--- config.mk ---
export PLATFORM = sky130hd
export DESIGN_NAME = imem_port_arbiter_flat
export DESIGN_NICKNAME = d
export VERILOG_FILES = /design/src/rtl/imem_port_arbiter_if.sv /design/src/rtl/imem_port_arbiter.sv /design/src/flat_wrapper.sv
export SDC_FILE = /design/constraint.sdc
export NUM_CORES = 1
export LEC_CHECK = 0
export ABC_AREA = 1
export BUFFER_PORTS_ARGS = -buffer_cell sky130_fd_sc_hd__buf_2
export CAP_MARGIN = 25
export CORE_UTILIZATION = 35
export CTS_CLUSTER_SIZE = 25
export DETAILED_ROUTE_END_ITERATION = 12
export MAX_ROUTING_LAYER = met4
export PLACE_DENSITY = 0.86
export SLEW_MARGIN = 20
export SYNTH_ARGS = -nofsm -noshare
export SYNTH_HDL_FRONTEND = slang
export SYNTH_SLANG_ARGS = --single-unit
export TNS_END_PERCENT = 10
--- constraint.sdc ---
create_clock -name clk -period 1.34 [get_ports clk]
set_input_delay 0.067 -clock clk [delete_from_list [all_inputs] [get_ports clk]]
set_output_delay 0.067 -clock clk [all_outputs]
set_load 0.005 [all_outputs]
--- src/rtl/imem_port_arbiter_if.sv ---
`default_nettype none
// ============================================================================
// Module   : imem_port_arbiter_if
// Brief    : Bundle of the fetch port, the load/store port and the RAM port
//            that meet at the shared program+data memory arbiter.
//            slave  - the arbiter's view (serves requesters, drives the RAM)
//            master - the surrounding core/RAM view
// Revision : 1.0 - initial release
// ============================================================================

interface imem_port_arbiter_if #(
  parameter int ADDR_W = 6,
  parameter int DATA_W = 32
);

  // Instruction-fetch requester
  logic              if_req;
  logic [ADDR_W-1:0] if_addr;
  logic              if_ack;
  logic [DATA_W-1:0] if_rdata;

  // Load/store requester
  logic              d_req;
  logic              d_we;
  logic [ADDR_W-1:0] d_addr;
  logic [DATA_W-1:0] d_wdata;
  logic              d_ack;
  logic [DATA_W-1:0] d_rdata;

  // Single-port synchronous-read RAM
  logic              mem_en;
  logic              mem_we;
  logic [ADDR_W-1:0] mem_addr;
  logic [DATA_W-1:0] mem_wdata;
  logic [DATA_W-1:0] mem_rdata;

  modport slave (
    input  if_req, if_addr,
    input  d_req, d_we, d_addr, d_wdata,
    input  mem_rdata,
    output if_ack, if_rdata,
    output d_ack, d_rdata,
    output mem_en, mem_we, mem_addr, mem_wdata
  );

  modport master (
    output if_req, if_addr,
    output d_req, d_we, d_addr, d_wdata,
    output mem_rdata,
    input  if_ack, if_rdata,
    input  d_ack, d_rdata,
    input  mem_en, mem_we, mem_addr, mem_wdata
  );

endinterface

`default_nettype wire

--- src/rtl/imem_port_arbiter.sv ---
`default_nettype none
// ============================================================================
// Module   : imem_port_arbiter
// Brief    : Shares one single-port, synchronous-read word RAM between the
//            instruction-fetch port and the load/store port. Data has fixed
//            priority over fetch, with a starvation guard that forces fetch to
//            win after STARVE_MAX consecutive lost arbitrations (0 disables).
//            Each access walks IDLE -> ACCESS -> RESP; peak throughput is one
//            access every two cycles.
// Revision : 1.0 - initial release
// ============================================================================

module imem_port_arbiter #(
  parameter int ADDR_W     = 6,
  parameter int DATA_W     = 32,
  parameter int STARVE_MAX = 4
) (
  input  logic               clk,
  input  logic               rst,   // synchronous, active-low
  imem_port_arbiter_if.slave bus
);

  // Starvation counter only has to hold 0..STARVE_MAX.
  localparam int               CNT_W        = (STARVE_MAX > 0) ? $clog2(STARVE_MAX + 1) : 1;
  localparam logic [CNT_W-1:0] C_STARVE_MAX = CNT_W'(STARVE_MAX);
  localparam bit               C_GUARD_EN   = (STARVE_MAX > 0);

  // Owner encoding; fetch is the reset value.
  localparam logic C_OWN_IF = 1'b0;
  localparam logic C_OWN_D  = 1'b1;

  typedef enum logic [1:0] {
    ST_IDLE   = 2'd0,
    ST_ACCESS = 2'd1,
    ST_RESP   = 2'd2
  } state_t;

  state_t            r_state;
  logic              r_owner;
  logic [CNT_W-1:0]  r_starve_cnt;
  logic              r_mem_en;
  logic              r_mem_we;
  logic [ADDR_W-1:0] r_mem_addr;
  logic [DATA_W-1:0] r_mem_wdata;

  logic              w_arb_window;
  logic              w_if_cand;
  logic              w_d_cand;
  logic              w_force_if;
  logic              w_grant_d;
  logic              w_grant_if;
  logic              w_grant_any;
  logic [CNT_W-1:0]  w_starve_nxt;
  logic              w_if_ack;
  logic              w_d_ack;

  // Pick a winner in IDLE/RESP; in RESP the port being acked is not eligible,
  // so a request still held during its ack cycle is never served twice.
  always_comb begin
    w_arb_window = (r_state == ST_IDLE) || (r_state == ST_RESP);
    w_if_cand    = w_arb_window && bus.if_req
                   && !((r_state == ST_RESP) && (r_owner == C_OWN_IF));
    w_d_cand     = w_arb_window && bus.d_req
                   && !((r_state == ST_RESP) && (r_owner == C_OWN_D));
    w_force_if   = C_GUARD_EN && (r_starve_cnt == C_STARVE_MAX);
    w_grant_d    = w_d_cand && !(w_if_cand && w_force_if);
    w_grant_if   = w_if_cand && !w_grant_d;
    w_grant_any  = w_grant_d || w_grant_if;

    // Count fetch losses, saturating; any other decision outcome clears it.
    if (w_if_cand && w_grant_d) begin
      w_starve_nxt = (r_starve_cnt == C_STARVE_MAX) ? r_starve_cnt
                                                    : r_starve_cnt + 1'b1;
    end else begin
      w_starve_nxt = '0;
    end
  end

  // Access sequencer: latch the winner's command onto the RAM port, hold one
  // ACCESS cycle with mem_en high, then acknowledge in RESP.
  always_ff @(posedge clk) begin
    if (!rst) begin
      r_state      <= ST_IDLE;
      r_owner      <= C_OWN_IF;
      r_starve_cnt <= '0;
      r_mem_en     <= 1'b0;
      r_mem_we     <= 1'b0;
      r_mem_addr   <= '0;
      r_mem_wdata  <= '0;
    end else begin
      case (r_state)
        ST_IDLE, ST_RESP: begin
          r_starve_cnt <= w_starve_nxt;
          if (w_grant_any) begin
            r_state  <= ST_ACCESS;
            r_owner  <= w_grant_d ? C_OWN_D : C_OWN_IF;
            r_mem_en <= 1'b1;
            if (w_grant_d) begin
              r_mem_we    <= bus.d_we;
              r_mem_addr  <= bus.d_addr;
              r_mem_wdata <= bus.d_wdata;
            end else begin
              r_mem_we    <= 1'b0;
              r_mem_addr  <= bus.if_addr;
            end
          end else begin
            r_state  <= ST_IDLE;
            r_mem_en <= 1'b0;
          end
        end
        ST_ACCESS: begin
          r_state  <= ST_RESP;
          r_mem_en <= 1'b0;
        end
        default: begin
          r_state  <= ST_IDLE;
          r_mem_en <= 1'b0;
        end
      endcase
    end
  end

  // Acks are decoded from state; read data is only forwarded to the owner.
  assign w_if_ack      = (r_state == ST_RESP) && (r_owner == C_OWN_IF);
  assign w_d_ack       = (r_state == ST_RESP) && (r_owner == C_OWN_D);

  assign bus.if_ack    = w_if_ack;
  assign bus.d_ack     = w_d_ack;
  assign bus.if_rdata  = w_if_ack ? bus.mem_rdata : '0;
  assign bus.d_rdata   = w_d_ack  ? bus.mem_rdata : '0;

  assign bus.mem_en    = r_mem_en;
  assign bus.mem_we    = r_mem_we;
  assign bus.mem_addr  = r_mem_addr;
  assign bus.mem_wdata = r_mem_wdata;

endmodule

`default_nettype wire
--- src/flat_wrapper.sv ---
// flat-port wrapper written by rule: the top's interface ports become plain ports
module imem_port_arbiter_flat 
#(
  parameter int ADDR_W     = 6,
  parameter int DATA_W     = 32,
  parameter int STARVE_MAX = 4
)
  (clk, rst, bus_if_req, bus_if_addr, bus_d_req, bus_d_we, bus_d_addr, bus_d_wdata, bus_mem_rdata, bus_if_ack, bus_if_rdata, bus_d_ack, bus_d_rdata, bus_mem_en, bus_mem_we, bus_mem_addr, bus_mem_wdata);
  imem_port_arbiter_if #(.ADDR_W(ADDR_W), .DATA_W(DATA_W)) bus_i ();
  input  logic clk;
  input  logic rst;
  input wire logic [$bits(bus_i.if_req)-1:0] bus_if_req;
  input wire logic [$bits(bus_i.if_addr)-1:0] bus_if_addr;
  input wire logic [$bits(bus_i.d_req)-1:0] bus_d_req;
  input wire logic [$bits(bus_i.d_we)-1:0] bus_d_we;
  input wire logic [$bits(bus_i.d_addr)-1:0] bus_d_addr;
  input wire logic [$bits(bus_i.d_wdata)-1:0] bus_d_wdata;
  input wire logic [$bits(bus_i.mem_rdata)-1:0] bus_mem_rdata;
  output wire logic [$bits(bus_i.if_ack)-1:0] bus_if_ack;
  output wire logic [$bits(bus_i.if_rdata)-1:0] bus_if_rdata;
  output wire logic [$bits(bus_i.d_ack)-1:0] bus_d_ack;
  output wire logic [$bits(bus_i.d_rdata)-1:0] bus_d_rdata;
  output wire logic [$bits(bus_i.mem_en)-1:0] bus_mem_en;
  output wire logic [$bits(bus_i.mem_we)-1:0] bus_mem_we;
  output wire logic [$bits(bus_i.mem_addr)-1:0] bus_mem_addr;
  output wire logic [$bits(bus_i.mem_wdata)-1:0] bus_mem_wdata;
  assign bus_i.if_req = bus_if_req;
  assign bus_i.if_addr = bus_if_addr;
  assign bus_i.d_req = bus_d_req;
  assign bus_i.d_we = bus_d_we;
  assign bus_i.d_addr = bus_d_addr;
  assign bus_i.d_wdata = bus_d_wdata;
  assign bus_i.mem_rdata = bus_mem_rdata;
  assign bus_if_ack = bus_i.if_ack;
  assign bus_if_rdata = bus_i.if_rdata;
  assign bus_d_ack = bus_i.d_ack;
  assign bus_d_rdata = bus_i.d_rdata;
  assign bus_mem_en = bus_i.mem_en;
  assign bus_mem_we = bus_i.mem_we;
  assign bus_mem_addr = bus_i.mem_addr;
  assign bus_mem_wdata = bus_i.mem_wdata;
  imem_port_arbiter #(.ADDR_W(ADDR_W), .DATA_W(DATA_W), .STARVE_MAX(STARVE_MAX)) u_core (.clk(clk), .rst(rst), .bus(bus_i));
endmodule
==> results.json <==
{
  "status": "finished with violations",
  "violations": "negative setup slack",
  "grt_max_degree": 34,
  "vias": 2824,
  "finalWirelength_mm": 7.46,
  "worstSkewPairLatency_ns": 0.29,
  "clock.fmax_mhz": 731,
  "rows": 28,
  "hold-path-cell-count": 3,
  "grt_pass1_vias": 2413,
  "firstDrtPassIters": 4,
  "synth_cell_type_count": 24,
  "critPathCaptureType": "register",
  "diodes": 0,
  "cts.htree.levels": 2,
  "grt.overflow.total": 0,
  "critPathLaunchType": "register",
  "synth-seq-cells": 46,
  "rsz0062_at_grt": "yes",
  "arrival_ns": 1.55,
  "period_share": 1.02,
  "yosys_warnings": 0,
  "synth_edf_count": 0,
  "netlist.area_leader.share": 0.407,
  "cts_buffer_depth": 2,
  "slew_violations": 0,
  "drive_gt1_frac": 0.508,
  "fin_nets": 624,
  "power.leakage_nw": 2.22,
  "drt-initial-drc-count": 59,
  "cp_max_fo": 12,
  "routedWlPerCell_um": 12.1,
  "criticalPathCategory": "reg -> reg",
  "tightest_slew_ns": 0.261,
  "avgSynthCellArea_sq_um": 6.57,
  "vias_per_cell": 4.58,
  "maxCapViolations": 0,
  "syn-cell-area_sq_um": 2260,
  "ioPinCount": 187,
  "cts.sinks": 46,
  "antenna_found_initial": 0,
  "track_usage": 0.203,
  "p_per_area_nw_per_um2": 872,
  "path_cells": "inv_2, ha_4, nand2_4, inv_4, nand3_4, nand2_8, inv_8, buf_12, nor2_2, nor2_1",
  "ys_async_sr_fraction": 0,
  "cp_slowest_stage_delay_ns": 0.33,
  "crit_required_ns": 1.52,
  "initial_core_util": 0.373,
  "relSlewSlack": 0.826,
  "finalHoldViolCount": 0,
  "place_inst": 605,
  "port_buffers": 186,
  "die_width_um": 82.4,
  "synthTopCellsByArea": "dfxtp_1, nor2_1, inv_1",
  "grt_pass1_wl_mm": 10.3,
  "slowest_stage": "dfxtp_2",
  "drcViolationCount": 0,
  "area_growth_pct": 62.6,
  "finalSetupViolCount": 2,
  "ys.flop_type": "dfxtp_1",
  "dieHeight_um": 82.4,
  "drtAntennaViolNets": 0,
  "fin_cells": 616,
  "yosysMostFrequentCell": "nor2_1",
  "ir_drop_v": 0.000751,
  "min_path_type": "in -> reg",
  "finalCriticalPeriod_ns": 1.37,
  "skew_ns": 0.00550,
  "syn_inst": 344,
  "whs_ns": 0.00571,
  "worst-r2r-cell-count": 10,
  "hpwl_mm": 5.67,
  "synth_seq_area_share": 0.407,
  "clk_root_buffer_cell": "clkbuf_8",
  "core_area_sq_um": 6060,
  "cts_buffers": 5,
  "dieArea_sq_um": 6780,
  "routabilityCongestion": 0.752,
  "tritoncts": "done",
  "syn_nets": 427,
  "path_clk_slew_ns": 0.08,
  "synth_commonest_cells": "nor2_1, inv_1, dfxtp_1",
  "yosys.area.top_type": "dfxtp_1",
  "finalWorstSetupSlack_ns": -0.0274
}
-- report_power, final --
group          internal [W]  switching (W)  leakage (nW)
clock              0.000360       0.000427        0.0383
sequential          0.00149      0.0000853         0.383
combinational      0.000414       0.000433          1.80
total               0.00226       0.000945          2.22
-- worst paths after layout --
| kind | slack, ns | startpoint | endpoint |
|---|---|---|---|
| min reg2reg | 0.45 | u_core.bus.mem_addr[1] | u_core.bus.mem_addr[1] |
| max reg2reg | -0.03 | u_core.r_starve_cnt[0] | u_core.bus.mem_wdata[24] |
| max | -0.03 | u_core.r_starve_cnt[0] | u_core.bus.mem_wdata[24] |
| min | 0.006 | bus_d_wdata[10] | u_core.bus.mem_wdata[10] |
-- worst max-delay path: cells and delay by family (launching register included) --
family	cells	cell delay, ns
buffers and inverters	4	0.35
DFF	1	0.33
adders and majority gates	1	0.14
and+or+nand+nor	5	0.44
-- state kept, by name, indices dropped and copies added (netlist names) --
name                  flops
u_core.r_owner            1
u_core.bus.mem_addr       6
u_core.r_state            2
u_core.bus.mem_wdata     32
u_core.bus.mem_en         1
u_core.bus.mem_we         1
u_core.r_starve_cnt       3
-- logic make-up (layout without fill, tap and decap cells) --
group	count (synthesis)	after routing	synth area share
AND/OR/NAND/NOR	184	184	0.354
buffers and inverters	74	271	0.142
flip-flops	46	46	0.407
AO/OA/AOI/OAI	38	38	0.0858
adder cells (fa/ha/maj)	2	2	0.0111
-- final cells by class --
| class | count | area, sq um |
|---|---|---|
| sequential | 46 | 927 |
| timing repair buffer | 207 | 1190 |
| fill | 531 | 2380 |
| tap | 75 | 93.8 |
| inverter | 57 | 229 |
| multi-input combinational | 224 | 1160 |
| clock buffer | 7 | 76.3 |
-- layout by cell type, fill, tap and decap left out --
cell,count
buf_2,186
nor2_1,94
inv_1,51
dfxtp_1,41
nor2_2,33
nand2_1,28
o21ai_1,27
nand3_1,14
buf_4,11
o21ai_2,5
nor2_4,5
clkbuf_8,5
buf_12,5
dfxtp_2,5
buf_6,4
inv_4,3
nand3_4,3
a21oi_1,3
inv_2,2
nand2_4,2
o21ai_0,2
clkbuf_1,2
nand2_8,1
inv_8,1
a21oi_2,1
nand4_1,1
nand3b_1,1
nand3_2,1
nor3_1,1
ha_4,1
ha_1,1
buf_16,1
-- per-stage QoR --
stage | util | TNS [ns] | instance area, sq um | worst slack [ns] | total power [W]
global route | 0.607 | -3.91 | 3680 | -0.122 | 0.00338
finish | 0.607 | -0.0407 | 3680 | -0.0274 | 0.00321
detailed placement | 0.553 | -0.887 | 3350 | -0.0859 | 0.00233
floorplan | - | 0 | 2260 | 0.00658 | 0.00196
global placement | 0.553 | 0 | 3350 | 0.0101 | 0.00230
CTS | 0.587 | -0.000775 | 3560 | -0.000775 | 0.00316
-- per-layer routing --
metal  share of wire  vias to the layer above  global-route usage
met5               0                        -                   -
met4          0.0054                        0              0.0421
met3           0.086                        5              0.0407
met2            0.55                      131               0.410
met1            0.36                     1266               0.197
li1                -                     1422                   -
-- what timing repair did --
action / CTS / global route
hold buffers: 0 / 0
gates cloned: 1 / 0
resized for setup: 39 / 43
endpoints found under the setup margin: 104 / 102
buffers inserted: 3 / 0
pin swaps: 2 / 1
(Power assumes the default switching activity.)
